`src/rtl/instr_fetch_unit.sv`:
```
// Instruction fetch sequencer: owns the PC, runs a req/rdy handshake to
// instruction memory, issues one instruction at a time to the decoder and
// applies redirects from execute. Fetch stops for good once a HLT issues.
//
// state  | meaning
// -------+------------------------------------------------------------------
// FETCH  | request outstanding at pc (req low only in the first post-reset cycle)
// ISSUE  | instruction held on instr/opcode/instr_pc until consumed (stall=0)
// HALT   | HLT consumed; no further requests until reset
// DROP   | redirected while a request was pending; wait out the old word,
//        | discard it, then fetch from the saved target
module instr_fetch_unit #(
   parameter int                ADDR_W     = 16,
   parameter int                INSTR_W    = 16,
   parameter logic [ADDR_W-1:0] RESET_PC   = '0,
   parameter logic [3:0]        HLT_OPCODE = 4'hF
) (
   input  logic               clk,
   input  logic               rst_n,
   output logic               imem_req,
   output logic [ADDR_W-1:0]  imem_addr,
   input  logic               imem_rdy,
   input  logic [INSTR_W-1:0] imem_rdata,
   output logic               instr_vld,
   output logic [INSTR_W-1:0] instr,
   output logic [3:0]         opcode,
   output logic [ADDR_W-1:0]  instr_pc,
   output logic [ADDR_W-1:0]  pc_plus1,
   input  logic               stall,
   input  logic               redirect,
   input  logic [ADDR_W-1:0]  redirect_pc,
   output logic               halted
);

   localparam logic [1:0] ST_FETCH = 2'd0;
   localparam logic [1:0] ST_ISSUE = 2'd1;
   localparam logic [1:0] ST_HALT  = 2'd2;
   localparam logic [1:0] ST_DROP  = 2'd3;

   logic [1:0]        state;
   logic [ADDR_W-1:0] pc;
   logic [ADDR_W-1:0] dropTarget;

   assign imem_addr = pc;
   assign opcode    = instr[INSTR_W-1 -: 4];

   // Fetch sequencer: state, PC, memory request and the issued-instruction registers.
   always_ff @(posedge clk or negedge rst_n) begin
      if (!rst_n) begin
         state      <= ST_FETCH;
         pc         <= RESET_PC;
         dropTarget <= RESET_PC;
         imem_req   <= 1'b0;
         instr_vld  <= 1'b0;
         instr      <= '0;
         instr_pc   <= '0;
         pc_plus1   <= ADDR_W'(1);
         halted     <= 1'b0;
      end else begin
         case (state)
            ST_FETCH: begin
               if (redirect) begin
                  // A word already requested but not yet returned must still be
                  // collected, so park the target and drain it in DROP.
                  if (imem_req && !imem_rdy) begin
                     state      <= ST_DROP;
                     dropTarget <= redirect_pc;
                  end else begin
                     pc <= redirect_pc;
                  end
                  imem_req <= 1'b1;
               end else if (imem_req && imem_rdy) begin
                  instr     <= imem_rdata;
                  instr_pc  <= pc;
                  pc_plus1  <= pc + ADDR_W'(1);
                  pc        <= pc + ADDR_W'(1);
                  instr_vld <= 1'b1;
                  imem_req  <= 1'b0;
                  state     <= ST_ISSUE;
               end else begin
                  imem_req <= 1'b1;
               end
            end
            ST_ISSUE: begin
               if (redirect) begin
                  instr_vld <= 1'b0;
                  pc        <= redirect_pc;
                  imem_req  <= 1'b1;
                  state     <= ST_FETCH;
               end else if (!stall) begin
                  instr_vld <= 1'b0;
                  if (instr[INSTR_W-1 -: 4] == HLT_OPCODE) begin
                     halted <= 1'b1;
                     state  <= ST_HALT;
                  end else begin
                     imem_req <= 1'b1;
                     state    <= ST_FETCH;
                  end
               end
            end
            ST_DROP: begin
               if (imem_rdy) begin
                  pc    <= redirect ? redirect_pc : dropTarget;
                  state <= ST_FETCH;
               end else if (redirect) begin
                  dropTarget <= redirect_pc;
               end
            end
            default: begin
               // HALT: hold everything; only reset leaves.
            end
         endcase
      end
   end

endmodule

```
`config.mk`:
```
export PLATFORM = sky130hd
export DESIGN_NAME = instr_fetch_unit
export DESIGN_NICKNAME = d
export VERILOG_FILES = /design/src/rtl/instr_fetch_unit.sv
export SDC_FILE = /design/constraint.sdc
export NUM_CORES = 1
export LEC_CHECK = 0
export CORE_UTILIZATION = 49
export CTS_BUF_LIST = sky130_fd_sc_hd__clkbuf_16
export CTS_CLUSTER_DIAMETER = 200
export DETAILED_ROUTE_END_ITERATION = 7
export PLACE_DENSITY = 0.8
export SLEW_MARGIN = 5
export SYNTH_ARGS = -nofsm -noshare
export SYNTH_HDL_FRONTEND = slang
export SYNTH_SLANG_ARGS = --single-unit
```
`constraint.sdc`:
```
create_clock -name clk -period 2.17 [get_ports clk]
set_input_delay 0.3255 -clock clk [delete_from_list [all_inputs] [get_ports clk]]
set_output_delay 0.3255 -clock clk [all_outputs]
set_load 0.02 [all_outputs]
```
==> flow_summary_export.csv <==
group,metric,value,unit
route,total_number_of_vias,3385,
synth,synth.distinct_cells,64,
timing,max_slew_margin,63.6,%
synth,yosys_register_bits,85,
pwr,ir_worst_vdd,0.000812,V
route,drt_iter0_drc,183,
floorplanning,die-height,94.7,um
cts,total_cts_buffers,9,
route,drt-wirelength-per-cell,16.6,um
timing,worst_pin_slew,546,ps
route,remaining_drc_errors,0,
critical_path,critical_path.cell_chain,"clkdlybuf4s50_1",
timing,fin_skew,8.36,ps
place,globalplace.congestion,0.890,
timing,final.setup.worst_slack,256,ps
synth,postSynthAreaPerCell,11.4,um2
cts,clock_latency,340,ps
synth,ys_seq_area_share,50.6,%
global_route,first_pass_grt_wire_length,15700,um
finish,final_cell_count_no_fill,590,
finish,fillerInstances,631,
timing,grt_setup_unrepaired,"no",
finish,most-common-layout-cells,"sky130_fd_sc_hd__clkdlybuf4s50_1 (106), sky130_fd_sc_hd__dfrtp_1 (84), sky130_fd_sc_hd__mux2_2 (48)",
synth,yosys_warnings,0,
critical_path,critical-path-top-delay-family,"buffers and inverters",
finish,final_nets,518,
synth,yosys_most_used_dff,"sky130_fd_sc_hd__dfrtp_1",
critical_path,cp_num_buf_inv,1,
critical_path,timing_worst_setup_path_type,"register to output port",
finish,layout-drive-gt1-share,19.4,%
min_path,hold_path_class,"primary input to async pin",
critical_path,cp_slowest_cell,"sky130_fd_sc_hd__clkdlybuf4s50_1",
floorplanning,die_width,94.7,um
floorplanning,die-area,8960,um2
cts,cts_max_path_buffers,2,
timing,final_number_of_max_transition_violations,0,
cts,clockRootBuffer,"sky130_fd_sc_hd__clkbuf_16",
global_route,gr_layer_usage_met2,36.3,%
floorplanning,placementRows,33,
run_status,run_status,"finished, final reports clean",
global_route,grt_antenna_before_repair,0,
critical_path,crit_required,1840,ps
critical_path,worst_setup_path_start_kind,"register",
global_route,most_used_routing_layer_in_global_routing,"met2",
cts,cts_tree,"built",
synth,syn-cell-area,4210,um2
finish,most_common_cell_after_layout_fill_and_taps_aside,"sky130_fd_sc_hd__clkdlybuf4s50_1",
finish,ff_latch_area,2130,um2
floorplanning,core,8260,um2
timing,period_share,88.2,%
place,dpl-instance-area,5430,um2
finish,antenna-diode-count,0,
critical_path,r2r-end,"imem_addr[15]",
cts,clk_pin_slew_worst_paths,60,ps
finish,flow.area_growth_from_synthesis,36.0,%
cts,number_of_clock_sinks,85,
global_route,vias_in_the_first_global_route,3203,
route,vias_per_cell,5.74,
route,postRouteWirelength,9800,um
synth,synth-edff-count,0,
synth,postSynth.asyncResetShare,100,%
global_route,pin_count_of_the_biggest_net_entering_global_routing,49,
global_route,grt_overflow,0,
critical_path,critPathCaptureType,"output port",
timing,clock.fmax,522,MHz
critical_path,r2r.worst_path.cells,4,
finish,multiInputGateArea,1870,um2
global_route,gr-usage-met3,4.43,%
floorplanning,initial_utilization,51.0,%
cts,post_cts_resize_count,0,
place,dpl.cell_count,573,
cts,cts_htree_levels,3,
timing,period_minus_slack,1910,ps
timing,setup_tns,0,ps
critical_path,worst_path_largest_cell_delay,680,ps
critical_path,wp_data_arrival,1590,ps
place,place_hpwl,6970,um
floorplanning,floorplan.io_pins,108,
synth,synthesis.instances,370,
route,drt_pre_antenna_iters,5,
synth,synth_fp_nets,408,
global_route,globalRouteTotalUtil,23.0,%
place,detailedPlace.worstSlack,40.8,ps
critical_path,worst-r2r-setup-slack,340,ps
critical_path,timing.critical_path.fanout_max,9,
finish,finalInstanceArea,5720,um2
timing,setup_violations,0,
timing,hold_viol_final,0,
pwr,power_density,1500,nW/um2
route,drtAntennaViolNets,0,
run,cap_violations,0,
global_route,grt_use_met1,30.4,%
place,io_buffers,107,
finish,finish.utilization,69.3,%
pwr,power.static_leakage,0.00241,uW
critical_path,crit-reg2reg-launch,"state[0]",
==> metal layers <==
metal	part of all wire, %	wire, um
met1	45	4370
met2	48	4720
met3	5.5	544
met4	1.8	176
met5	0	0
==> cell usage after synthesis (5+ instances only) <==
master	count	share of area, %
sky130_fd_sc_hd__dfrtp_1	84	50
sky130_fd_sc_hd__mux2_2	48	13
sky130_fd_sc_hd__o21ai_0	27	3.2
sky130_fd_sc_hd__nand2_1	23	2.1
sky130_fd_sc_hd__a21oi_1	13	1.5
sky130_fd_sc_hd__nor2_1	13	1.2
sky130_fd_sc_hd__buf_2	11	1.3
sky130_fd_sc_hd__inv_1	11	0.98
sky130_fd_sc_hd__clkbuf_1	10	0.89
sky130_fd_sc_hd__mux2i_1	9	2.1
sky130_fd_sc_hd__xnor2_1	9	1.9
sky130_fd_sc_hd__nor2b_1	7	1.0
sky130_fd_sc_hd__buf_4	6	1.1
sky130_fd_sc_hd__nor3_1	6	0.71
sky130_fd_sc_hd__nor4_1	6	0.89
sky130_fd_sc_hd__nand3_1	5	0.59
sky130_fd_sc_hd__o22ai_1	5	0.74
==> repair_timing <==
item | CTS | global route
hold buffers | 1 | 0
setup buffers | 0 | 0
hold endpoints to repair | 25 | 0
==> worst register-to-register path, cell delays in order (launching register included) <==
cell	delay, ps
sky130_fd_sc_hd__dfrtp_1	480
sky130_fd_sc_hd__and3b_1	320
sky130_fd_sc_hd__a211oi_4	60
sky130_fd_sc_hd__or2_1	430
sky130_fd_sc_hd__a221o_1	430
==> report_power, final <==
part           switching, uW  internal [uW]  total (uW)
Clock                    578            867        1440
Sequential               693           2330        3030
Combinational           2030           2100        4130
Total                   3300           5300        8600
==> per-stage QoR <==
step                hold slack [ps]  total power (uW)
finish                          438              8600
CTS                             447              8640
floorplan                      29.9              5370
global route                    476              9070
detailed placement              258              7160
global placement                253              7020
==> how the worst max path moves through the flow <==
stage	end	depth (start not counted)	startpoint	slack, ps
2_1_floorplan	imem_addr[14]	5	imem_addr[0]	300
3_3_place_gp	instr_pc[1]	5	redirect	90
3_5_place_dp	instr[9]	5	redirect	40
4_1_cts	imem_addr[7]	1	imem_addr[7]	260
5_1_grt	imem_addr[7]	1	imem_addr[7]	190
6_report	imem_addr[7]	1	imem_addr[7]	260
==> cell type report <==
| class | count | area share [%] |
|---|---|---|
| multi-input cells | 242 | 32.7 |
| clock buffers | 9 | 3.94 |
| flip-flops and latches | 85 | 37.2 |
| clock inverters | 7 | 0.919 |
| well taps | 105 | 2.30 |
| repair buffers | 129 | 22.0 |
| inverters | 13 | 0.853 |
==> registers in the layout, summed over array words and instances (netlist names) <==
signal      cells
halted          1
imem_addr      16
imem_req        1
state           2
instr          16
dropTarget     16
instr_pc       16
instr_vld       1
pc_plus1       16
==> cells by family after synthesis <==
kind of cell / after synthesis / synth area share (%)
AOI/OAI and AO/OA: 83 / 13.5
xor gates and xnor gates: 12 / 2.50
adders and majority gates: 1 / 0.297
buffers and inverters: 43 / 4.91
DFF: 85 / 50.6
muxes: 57 / 15.0
and+or+nand+nor: 89 / 13.2
No activity file was read; power rests on OpenSTA's default activity.
